<file path="config.mk">
export PLATFORM = sky130hd
export DESIGN_NAME = seg7_scan_driver
export DESIGN_NICKNAME = d
export VERILOG_FILES = /design/src/rtl/seg7_scan_driver.sv
export SDC_FILE = /design/constraint.sdc
export NUM_CORES = 1
export LEC_CHECK = 0
export ABC_AREA = 1
export ABC_CLOCK_PERIOD_IN_PS = 2500
export CAP_MARGIN = 20
export CORE_ASPECT_RATIO = 0.5
export CORE_UTILIZATION = 54
export CTS_BUF_LIST = sky130_fd_sc_hd__clkbuf_16
export CTS_CLUSTER_SIZE = 14
export DETAILED_ROUTE_END_ITERATION = 12
export PLACE_DENSITY = 0.79
export SLEW_MARGIN = 15
export SYNTH_ARGS = -nofsm -noshare
export SYNTH_HDL_FRONTEND = slang
export SYNTH_SLANG_ARGS = --single-unit
</file>
<file path="constraint.sdc">
create_clock -name clk -period 2.5 [get_ports clk]
set_clock_uncertainty 0.1 [all_clocks]
set_input_delay 0.625 -clock clk [delete_from_list [all_inputs] [get_ports clk]]
set_output_delay 0.625 -clock clk [all_outputs]
set_load 0.02 [all_outputs]
</file>
<file path="src/rtl/seg7_scan_driver.sv">
`default_nettype none
// ============================================================================
// Module      : seg7_scan_driver
// Description : Time-multiplexed driver for a common-anode 7-segment display.
//               Scans DIGITS packed hex nibbles, one slot of SCAN_DIV clocks
//               per digit. Exports a per-digit tick strobe and a frame strobe.
//               The digit values are captured once per frame, so changes in
//               the middle of a frame never tear the display.
//               Optional macro SEG7_LZB_EN enables leading-zero blanking.
// Revision    : 1.0 - initial release
// ============================================================================
module seg7_scan_driver #(
    parameter int DIGITS   = 4,
    parameter int SCAN_DIV = 50000
) (
    input  logic                  clk,
    input  logic                  clr_n,
    input  logic                  en,
    input  logic [4*DIGITS-1:0]   dat,
    input  logic [DIGITS-1:0]     dp,
    output logic [6:0]            seg,
    output logic                  seg_dp,
    output logic [DIGITS-1:0]     an,
    output logic                  tick,
    output logic                  frame
);

    localparam int c_PRE_W = (SCAN_DIV > 1) ? $clog2(SCAN_DIV) : 1;
    localparam int c_IDX_W = (DIGITS > 1) ? $clog2(DIGITS) : 1;
    localparam logic [c_PRE_W-1:0] c_PRE_LAST = c_PRE_W'(SCAN_DIV - 1);
    localparam logic [c_IDX_W-1:0] c_IDX_LAST = c_IDX_W'(DIGITS - 1);
    localparam logic [c_PRE_W-1:0] c_PRE_ONE  = c_PRE_W'(1);
    localparam logic [c_IDX_W-1:0] c_IDX_ONE  = c_IDX_W'(1);

    logic [c_PRE_W-1:0]   r_pre;
    logic [c_IDX_W-1:0]   r_idx;
    logic [4*DIGITS-1:0]  r_snap;
    logic                 r_tick;
    logic                 r_frame;
    logic [6:0]           r_seg;
    logic                 r_seg_dp;
    logic [DIGITS-1:0]    r_an;

    logic                 w_wrap;
    logic [3:0]           w_digit;
    logic                 w_dp;
    logic [DIGITS-1:0]    w_an;
    logic                 w_blank;

    // Hex nibble to active-low {g,f,e,d,c,b,a}
    function automatic logic [6:0] hex7(input logic [3:0] v);
        logic [6:0] s;
        case (v)
            4'h0:    s = 7'h40;
            4'h1:    s = 7'h79;
            4'h2:    s = 7'h24;
            4'h3:    s = 7'h30;
            4'h4:    s = 7'h19;
            4'h5:    s = 7'h12;
            4'h6:    s = 7'h02;
            4'h7:    s = 7'h78;
            4'h8:    s = 7'h00;
            4'h9:    s = 7'h10;
            4'hA:    s = 7'h08;
            4'hB:    s = 7'h03;
            4'hC:    s = 7'h46;
            4'hD:    s = 7'h21;
            4'hE:    s = 7'h06;
            default: s = 7'h0E;
        endcase
        return s;
    endfunction

    // Slot boundary: only counts while scanning is enabled
    assign w_wrap = en && (r_pre == c_PRE_LAST);

    // Prescaler, digit index, strobes and the once-per-frame snapshot
    always_ff @(posedge clk or negedge clr_n) begin
        if (!clr_n) begin
            r_pre   <= '0;
            r_idx   <= '0;
            r_snap  <= '0;
            r_tick  <= 1'b0;
            r_frame <= 1'b0;
        end else begin
            r_tick  <= 1'b0;
            r_frame <= 1'b0;
            if (w_wrap) begin
                r_pre  <= '0;
                r_tick <= 1'b1;
                if (r_idx == c_IDX_LAST) begin
                    // Wrapping to digit 0 is the only point the display
                    // contents change, which keeps a frame self-consistent
                    r_idx   <= '0;
                    r_frame <= 1'b1;
                    r_snap  <= dat;
                end else begin
                    r_idx <= r_idx + c_IDX_ONE;
                end
            end else if (en) begin
                r_pre <= r_pre + c_PRE_ONE;
            end
        end
    end

    // Select the current digit's nibble, decimal point and anode
    always_comb begin
        w_digit = 4'h0;
        w_dp    = 1'b0;
        w_an    = '1;
        for (int i = 0; i < DIGITS; i++) begin
            if (r_idx == c_IDX_W'(i)) begin
                w_digit = r_snap[4*i +: 4];
                w_dp    = dp[i];
                w_an[i] = 1'b0;
            end
        end
    end

`ifdef SEG7_LZB_EN
    // Blank digit i>0 when it and every more-significant digit are zero;
    // digit 0 is excluded so a zero value still shows "0"
    always_comb begin
        w_blank = 1'b0;
        for (int i = 1; i < DIGITS; i++) begin
            if (r_idx == c_IDX_W'(i)) begin
                w_blank = ((r_snap >> (4*i)) == '0);
            end
        end
    end
`else
    assign w_blank = 1'b0;
`endif

    // Registered output stage, one clock behind the digit index
    always_ff @(posedge clk or negedge clr_n) begin
        if (!clr_n) begin
            r_an     <= '1;
            r_seg    <= 7'h7F;
            r_seg_dp <= 1'b1;
        end else begin
            r_an     <= w_an;
            r_seg    <= w_blank ? 7'h7F : hex7(w_digit);
            r_seg_dp <= ~w_dp;
        end
    end

    assign seg    = r_seg;
    assign seg_dp = r_seg_dp;
    assign an     = r_an;
    assign tick   = r_tick;
    assign frame  = r_frame;

endmodule
`default_nettype wire

</file>
==> results of run 1 <==
registers in the layout, summed over array words and instances, names as in the netlist:
name and count:
tick 1, seg 7, seg_dp 1, an 4
r_pre 16, r_snap 16, r_idx 2, frame 1
cell usage in the layout (no fill, tap or decap):
cell,instances
nand2_2,1
inv_1,34
nor2_1,32
nand3_2,1
nor3_1,7
ha_1,11
a31oi_1,1
a21boi_2,1
nand4_1,6
nor3_4,1
or2_2,1
buf_4,9
dfstp_2,12
a22oi_1,2
o211ai_1,1
inv_2,3
nand2_4,1
a21oi_2,1
buf_2,1
nand2_1,125
clkbuf_16,5
a21oi_1,7
nor2_2,1
clkinv_1,1
nor3b_1,1
xor2_1,2
o21bai_1,1
o21ai_0,9
clkinv_2,2
clkdlybuf4s50_1,35
nand3_1,21
dfrtp_1,36
nand3_4,1
power by group through the flow:
stage / Clock, mW / Combinational [mW] / Sequential [mW]
finish: 0.627 / 0.321 / 0.972
global route: 0.677 / 0.372 / 0.982
CTS: 0.640 / 0.324 / 0.968
detailed placement: 0 / 0.319 / 0.981
global placement: 0 / 0.306 / 0.973
floorplan: 0 / 0.212 / 0.952
repair_timing:
item | CTS | global route
gates resized for setup | 0 | 1
hold endpoints to repair | 0 | 0
setup endpoints to repair | 0 | 3
cell type report:
type | count | area [sq um] | area share (%)
Sequential cell | 48 | 1220 | 38.9
Multi-Input combinational cell | 235 | 1140 | 36.4
Timing Repair Buffer | 45 | 423 | 13.5
Inverter | 37 | 141 | 4.52
Clock buffer | 5 | 125 | 4.00
Tap cell | 57 | 71.3 | 2.28
Clock inverter | 3 | 11.3 | 0.360
per-layer routing:
layer	vias to the layer above	wire (um)
li1	1113	-
met5	-	0
met1	1085	2270
met2	60	2630
met3	11	265
met4	0	78
worst max-delay path: cells and delay by family (launching register included):
kind	cells	cell delay, ns
buffers and inverters	3	0.35
AND/OR/NAND/NOR	8	0.80
flip-flops	1	0.41
adder cells (fa/ha/maj)	2	0.56
worst paths after layout:
check / startpoint / endpoint / cells past startpoint
max: r_idx[0] / seg[3] / 13
min: clr_n / r_snap[1] / 1
max reg2reg: r_idx[0] / seg[3] / 13
min reg2reg: r_snap[8] / r_snap[8] / 2
max in group asynchronous: clr_n / an[2] / 2
min in group clk: r_snap[8] / r_snap[8] / 2
logic make-up (layout without fill, tap and decap cells):
group	Yosys count	count (layout)	share of synthesized area, %
AND/OR/NAND/NOR	199	199	33.5
flip-flops	48	48	48.0
buffers and inverters	42	90	7.07
AO/OA/AOI/OAI	23	23	5.24
adder cells (fa/ha/maj)	11	11	5.44
XOR/XNOR	2	2	0.692
per-stage QoR:
| step | hold slack, ns | setup slack [ns] | total power, mW | area [sq um] |
|---|---|---|---|---|
| finish | 0.188 | 0.249 | 1.92 | 3130 |
| CTS | 0.211 | 0.195 | 1.93 | 3120 |
| detailed placement | 0.365 | 0.232 | 1.30 | 2990 |
| floorplan | 0.229 | 0.510 | 1.16 | 2530 |
| global route | 0.239 | 0.0132 | 2.03 | 3130 |
| global placement | 0.365 | 0.303 | 1.28 | 2990 |
==> key figures, run 1 <==
Run status
  • Status: finished clean

Synthesis
  • Top cells by area, synth: dfrtp_1, nand2_1, dfstp_2
  • Synth cell types: 31
  • Area share of the largest cell type after synthesis: 35.6%
  • Count leader, synth: nand2_1
  • Yosys reg bits: 48
  • Synthesized cell area: 0.00253 sq mm
  • Syn_area_per_cell: 7.79 sq um
  • EDFF count, synth: 0
  • Post-synth top cells: nand2_1, dfrtp_1, inv_1, nor2_1, nand3_1
  • Yosys warns: 0
  • Ys async rst share: 100%
  • Largest area contributor in the netlist: dfrtp_1
  • Post-synth top flop: dfrtp_1
  • Mapped Cells: 325
  • Synthesized Nets: 359
  • Register area share after synthesis: 48.0%

CTS
  • Setup bufs post-CTS: 0
  • TritonCTS clock tree: yes
  • Clock tree sinks: 48
  • Root Driver: clkbuf_16
  • Clk_lat worst skew: 0.28 ns
  • Worst-path clk slew: 0.06 ns
  • CTS Buf Count: 5
  • Hold Buf Count CTS: 0
  • H-tree depth: 2
  • CTS Buffer Depth: 2

Power and ir drop
  • Combinational fraction of design power: 16.7%
  • Switching Share: 29.9%
  • VDD IR-drop max: 0.000453 V
  • Pwr dens: 614 mW/mm^2
  • Leakage power: 1.66 nW
  • Clk network pwr share: 32.7%
  • Reg power frac: 50.6%
  • Switching pwr: 0.573 mW
  • Cell-internal power: 1.35 mW

Worst setup path
  • Worst-path cell chain: inv_1, ha_1, inv_1, nor2_1, nand2_1, nand2_1, nand2_1, nand2_1, inv_1, ha_1, nand2_1, nand3_1, nand2_1
  • Max Fanout on Critical Path: 5
  • CP arrival: 2.38 ns
  • Critical Path Start Type: flip-flop
  • CP endpoint kind: flip-flop
  • Crit path top cell by count: nand2_1
  • CP Data Required Time: 2.63 ns
  • Slowest cell on crit path: dfrtp_1
  • Critical path class: reg2reg
  • Reg2Reg Setup Slack: 0.25 ns
  • Slowest stage delay, CP: 0.41 ns

Placement
  • Final GP Congestion: 0.930
  • Placed Cells: 422
  • Count of input and output buffers: 36
  • HPWL after detailed placement: 3940 um

GRT
  • Antenna violations before repair: 0
  • Global-route met1 utilization: 28.6%
  • Grt total ovfl: 0
  • Largest net degree at the start of global routing: 23
  • Busiest grt layer: met2
  • GR Util met2: 45.3%
  • Wire length of the first global-routing pass: 9520 um
  • Met3 Use GR: 5.85%
  • Vias in the first global route: 2270
  • GRT Total Usage: 24.6%

Detailed routing
  • Drt total wl: 5240 um
  • DRC viols: 0
  • Drt first pass iters: 4
  • Routed length per instance: 12.2 um
  • Number of DRC markers in iteration 0: 75
  • Final ANT Viol Nets: 0
  • Via count: 2269
  • Via-to-Cell Ratio: 5.28

STA
  • Tmin final: 2.25 ns
  • Slew @ Worst Pin: 0.467 ns
  • Setup violators final: 0
  • Tcrit/Tclk final: 90.0%
  • RSZ-0062 raised after global routing: no
  • Fmax: 444 MHz
  • Worst rel slew slack: 68.9%
  • Final hold violations: 0
  • Pins Over Slew Limit: 0
  • Final TNS setup: 0 ns

Layout
  • N_diodes: 0
  • Final net count: 406
  • Syn-to-layout area delta: 23.6%
  • Final Util: 70.4%
  • Fill cells: 343
  • Layout cells sized above 1: 11.0%
  • Finished Layout Cells: 430

Hold path
  • Worst Hold Class: in2async

Die
  • Initial Util: 56.9%
  • # IOs: 37
  • Die ar.: 0.00498 sq mm
  • Num rows: 17
  • Die span in y: 50.4 um
  • Die Span X: 98.8 um
  • Core Area: 0.00445 sq mm

Job
  • MaxCap Viol Count: 0
Power figures use the tool's default switching activity.
==> run 2, diff against run 1 <==
- CAP_MARGIN: 20 -> default
- CORE_UTILIZATION: 54 -> 59
- CTS_CLUSTER_SIZE: 14 -> 8
- DONT_BUFFER_PORTS: default -> 1
- PLACE_DENSITY: 0.79 -> 0.75
==> run 2 against run 1 <==
  * Worst hold slack lost 0.13 ns
  * Total power grew 4.7%
  * Die area shrank 8.2%
  * Core utilization shrank 1.3 points
  * Wire length shrank 1.4%
  * Sequential share of layout area grew 5.1 points
  * Count of clock-buffer cells in the layout is the same
  * Clock power grew 24%
  * First-iteration DRC count grew 36%
  * Non-clock buffer count shrank 43
  * Critical path depth shrank 1
  * Largest cell class unchanged
==> key figures, run 2 (synthesis gave the netlist of run 1 again) <==
Worst setup path
  • Crit path top cell by count: nand2_1
  • Critical path class: reg2reg
  • Worst path top cell family by delay: adder cells
  • Slowest cell on crit path: dfrtp_1
  • Worst-path cell chain: inv_1, ha_1, inv_2, nand3_1, nand2_1, a21boi_2, inv_1, ha_1, nand2_1, nand2_1, nand2_1, nand2_1
  • CP endpoint kind: flip-flop
  • CP arrival: 2.26 ns
  • Slowest stage delay, CP: 0.40 ns
  • Critical Path Start Type: flip-flop
  • CP Data Required Time: 2.63 ns
  • CP Buf/Inv Count: 3
  • Max Fanout on Critical Path: 7

Layout
  • Final Util: 69.0%
  • Layout cells sized above 1: 10.9%
  • Commonest non-fill, non-tap cell in the layout: nand2_1
  • Fin area: 0.00276 sq mm
  • Storage cell area: 0.00122 sq mm
  • Syn-to-layout area delta: 9.19%
  • Final net count: 363
  • Multi-input logic area: 0.00114 sq mm
  • Fill cells: 328
  • N_diodes: 0
  • Commonest cells after routing, fill and taps aside: nand2_1, dfrtp_1, inv_1, nor2_1, nand3_1

Detailed routing
  • Final ANT Viol Nets: 0
  • Via count: 2116
  • Drt first pass iters: 4
  • DRC viols: 0
  • Number of DRC markers in iteration 0: 102
  • Via-to-Cell Ratio: 5.51
  • Routed length per instance: 13.5 um
  • Drt total wl: 5170 um

Power and ir drop
  • Pwr dens: 727 mW/mm^2
  • VDD IR-drop max: 0.000535 V
  • Power, Total: 2.01 mW
  • Leakage power: 1.50 nW

STA
  • Tcrit/Tclk final: 85.1%
  • Tmin final: 2.13 ns
  • Worst hold slack: 0.0607 ns
  • Fmax: 470 MHz
  • Slew @ Worst Pin: 0.479 ns
  • Worst rel slew slack: 68.0%
  • Final hold violations: 0
  • Setup violators final: 0
  • Final TNS setup: 0 ns
  • Pins Over Slew Limit: 0
  • RSZ-0062 raised after global routing: no

CTS
  • Setup bufs post-CTS: 0
  • H-tree depth: 2
  • CTS Buf Count: 5
  • Clock tree sinks: 48
  • Clk_lat worst skew: 0.30 ns
  • TritonCTS clock tree: yes
  • Worst-path clk slew: 0.07 ns
  • CTS Buffer Depth: 2
  • Root Driver: clkbuf_16

GRT
  • GRT Total Usage: 25.5%
  • Antenna violations before repair: 0
  • Grt total ovfl: 0
  • Largest net degree at the start of global routing: 37
  • Wire length of the first global-routing pass: 9090 um
  • Vias in the first global route: 2100

Placement
  • HPWL after detailed placement: 3600 um
  • Final GP Congestion: 0.922
  • Count of input and output buffers: 0
  • Area after DPL: 0.00257 sq mm

Die
  • Initial Util: 63.2%
  • Num rows: 16
  • Die ar.: 0.00457 sq mm
  • Die Span X: 94.6 um
  • # IOs: 37
  • Die span in y: 48.3 um
  • Core Area: 0.00400 sq mm

Hold path
  • Worst Hold Class: in2async

Run status
  • Status: finished clean

Job
  • MaxCap Viol Count: 0
run 2: changes by cell type in the layout (fill, tap and decap cells not counted), sizes merged:
cell | before | now
buf | 10 | 2
bufinv | 0 | 1
clkdlybuf4s50 | 35 | 0
clkinv | 3 | 2
clkinvlp | 0 | 1
inv | 37 | 36
run 2: area by class of cell:
| cell class | instances | area share (%) |
|---|---|---|
| inverters | 37 | 5.12 |
| flip-flops and latches | 48 | 44.0 |
| multi-input cells | 235 | 41.2 |
| clock inverters | 3 | 1.67 |
| clock buffers | 5 | 4.53 |
| repair buffers | 2 | 0.996 |
| well taps | 54 | 2.44 |
run 2: metrics by stage:
stage	instances	setup slack, ns
after global routing	384	0.106
after CTS	384	0.234
final	384	0.372
after detailed placement	375	0.243
after floorplan	325	0.510
after global placement	375	0.385
run 2: final timing paths:
kind	from	cells after the start	end	slack, ns
max in group asynchronous	clr_n	1	r_pre[15]	2.05
worst max register to register	r_idx[1]	12	seg[6]	0.37
worst max-delay path	r_idx[1]	12	seg[6]	0.37
min in group clk	dp[3]	1	seg_dp	0.30
worst min register to register	r_snap[14]	2	r_snap[14]	0.39
worst min-delay path	clr_n	1	r_snap[5]	0.06
run 2: worst reg2reg max path, delay by kind of cell, from the launching register on:
| kind | cells | cell delay [ns] |
|---|---|---|
| fa+ha+maj | 2 | 0.54 |
| compound gates | 1 | 0.27 |
| flops | 1 | 0.40 |
| simple gates | 6 | 0.46 |
| buf+inv | 3 | 0.31 |
run 2: routing by layer:
metal,wire (um),track usage [%],up-vias
li1,-,-,1025
met1,2360,31.9,1019
met2,2470,43.8,58
met3,234,6.76,14
met4,111,7.32,0
met5,0,0,-
run 2: what timing repair did:
item	in CTS	in global routing
hold buffers	1	0
endpoints found under the hold margin	36	0
endpoints found under the setup margin	0	3
gates resized for setup	0	1
run 2: report_power, final:
| part | switching, mW | internal [mW] |
|---|---|---|
| clock | 0.301 | 0.475 |
| sequential | 0.108 | 0.855 |
| combinational | 0.171 | 0.0994 |
==> RTL edit: new RTL, settings of run 2 <==
The parameter `SCAN_DIV` goes from 50000 to 200000.
--- a/src/rtl/seg7_scan_driver.sv
+++ b/src/rtl/seg7_scan_driver.sv
@@ -11,7 +11,7 @@
 // ============================================================================
 module seg7_scan_driver #(
     parameter int DIGITS   = 4,
-    parameter int SCAN_DIV = 50000
+    parameter int SCAN_DIV = 200000
 ) (
     input  logic                  clk,
     input  logic                  clr_n,
Behaviour: no difference found for any inputs over 10 cycles, from zero or initial values; that may be too few to reach the edited logic, so the function may still have changed.
==> RTL edit against run 2 <==
The run now ends with DRC left. Total power fell by 13%. Cell area grew 5.6%. First-iteration DRC count down 20%. Via count is 0.38% higher. Core utilization down 2.8 points. Wire length increased by 4.8%. Area after synthesis is 7.4% higher. Worst setup slack worse by 61 ps. Sequential cell count is 2 higher. Cell count is 4.9% higher. Critical path type unchanged. Critical endpoint unchanged.
==> RTL edit: results (changes against run 2) <==
Parameter                              Value

Worst setup path
  Reg2Reg Depth    10 (was 12)
  Startpoint of the most critical setup path    r_idx[0] (was r_idx[1])
  Maximum fanout along the worst path    8 (was 7)
  Kind of cell adding the most delay to the critical path    simple AND/OR/NAND/NOR gates (was adder cells)
  Slack of the worst reg-to-reg path    310 ps (was 370 ps)

STA
  Slew HR    72.49% (was 68.00%)
  Final clock period utilization by the worst path    87.56% (was 85.13%)

Power
  IR drop worst, VDD    325.6 µV (was 535.2 µV)
  Leakage    1.544 nW (was 1.500 nW)

Yosys
  Post-synthesis cell type count    30 (was 31)
  Nets in the synthesized netlist    374 (was 359)
  Synth top area cells    sky130_fd_sc_hd__dfrtp_1, sky130_fd_sc_hd__nand2_1, sky130_fd_sc_hd__dfstp_2 (unchanged)
  Post-synthesis sequential area ratio    46.57% (was 48.05%)
  Post-synth top cells    sky130_fd_sc_hd__nand2_1, sky130_fd_sc_hd__dfrtp_1, sky130_fd_sc_hd__inv_1, sky130_fd_sc_hd__nand3_1, sky130_fd_sc_hd__nor2_1 (was sky130_fd_sc_hd__nand2_1, sky130_fd_sc_hd__dfrtp_1, sky130_fd_sc_hd__inv_1, sky130_fd_sc_hd__nor2_1, sky130_fd_sc_hd__nand3_1)

Status
  Outcome    finished, violations left (was complete, no violations)
  Violated checks    DRC

Place
  Placement-stage worst setup slack    236.4 ps (was 242.6 ps)
  Total half-perimeter wirelength after legalization and detailed placement    3816 µm (was 3604 µm)
  Number of placed instances, taps included    394 (was 375)

Route
  Final routed DRC violation total    1 (was 0)
  Vias after detailed routing    2124 (was 2116)
  Count of TritonRoute iterations in the first routing pass    8 (was 4)
  Final wirelength    5418 µm (was 5172 µm)

CTS
  Maximum buffer depth of the clock tree    2 (unchanged)
  Worst-Skew Late Latency    280 ps (was 300 ps)

Cells and area
  Layout Nets    379 (was 363)
  Number of cells in the finished layout apart from fillers    403 (was 384)

Global routing
  Pin count of the biggest net entering global routing    39 (was 37)
  Number of global-route vias before repair    2141 (was 2100)
  Global-route wire length before repair    9570 µm (was 9094 µm)
## RTL edit: cell count changes in the layout (fill, tap and decap cells not counted), moves of 4 or more
cell,change
sky130_fd_sc_hd__nand3_1,+6
sky130_fd_sc_hd__inv_1,+5
sky130_fd_sc_hd__nor2_4,+4
sky130_fd_sc_hd__nand2_1,+5
sky130_fd_sc_hd__nor2_1,-8
## RTL edit: cell type report
class,instances,area [µm²]
Clock buffer,5,125.1
Sequential cell,50,1266
Tap cell,57,71.32
Inverter,39,146.4
Clock inverter,3,12.51
Multi-Input combinational cell,247,1269
Timing Repair Buffer,2,27.53
Fill cell,369,1485
## RTL edit: power by group
part	total, W	internal, W	switching (W)
sequential	0.000933	0.000863	0.0000698
combinational	0.000179	0.0000680	0.000111
clock	0.000638	0.000362	0.000276
total	0.00175	0.00129	0.000456
## RTL edit: how the worst min path moves through the flow
stage / start / cells past startpoint / slack (ps) / endpoint
floorplan: clr_n / 0 / 230 / frame
global placement: clr_n / 0 / 230 / r_pre[2]
detailed placement: clr_n / 0 / 230 / r_pre[2]
CTS: clr_n / 0 / 80 / an[2]
global route: clr_n / 0 / 70 / an[1]
finish: clr_n / 1 / 70 / r_pre[0]
## RTL edit: what timing repair did
item | CTS | global route
hold buffers | 1 | 0
resized for setup | 0 | 1
endpoints found under the hold margin | 38 | 0
endpoints found under the setup margin | 0 | 1
## RTL edit: through the flow
stage	utilization, %	hold slack (ps)
6_report	66.27	69.99
5_1_grt	66.27	68.23
4_1_cts	66.21	77.74
3_5_place_dp	62.63	230.3
3_3_place_gp	62.63	230.7
2_1_floorplan	-	229.4
## RTL edit: worst register-to-register path, cell delays in order, from the launching register on
cell and delay, ps:
sky130_fd_sc_hd__dfrtp_1 410, sky130_fd_sc_hd__ha_2 320, sky130_fd_sc_hd__inv_2 140, sky130_fd_sc_hd__or2_2 290, sky130_fd_sc_hd__nand2_1 190, sky130_fd_sc_hd__inv_1 120
sky130_fd_sc_hd__ha_1 230, sky130_fd_sc_hd__nand3_1 130, sky130_fd_sc_hd__nand2_1 80, sky130_fd_sc_hd__nand2_1 70, sky130_fd_sc_hd__nand2_1 50
## RTL edit: cells by family (layout without fill, tap and decap cells)
logic type	count (synthesis)	count (layout)	share of synthesized area [%]
simple gates	212	212	35.67
flops	50	50	46.57
buf+inv	43	49	6.857
compound gates	18	18	3.912
fa+ha+maj	11	11	5.062
xor+xnor	6	6	1.933
## RTL edit: layer usage
metal	GRT usage, %	wire [µm]
met5	0	0
met1	32.38	2582
met3	5.816	191
met4	8.586	51
met2	42.84	2593
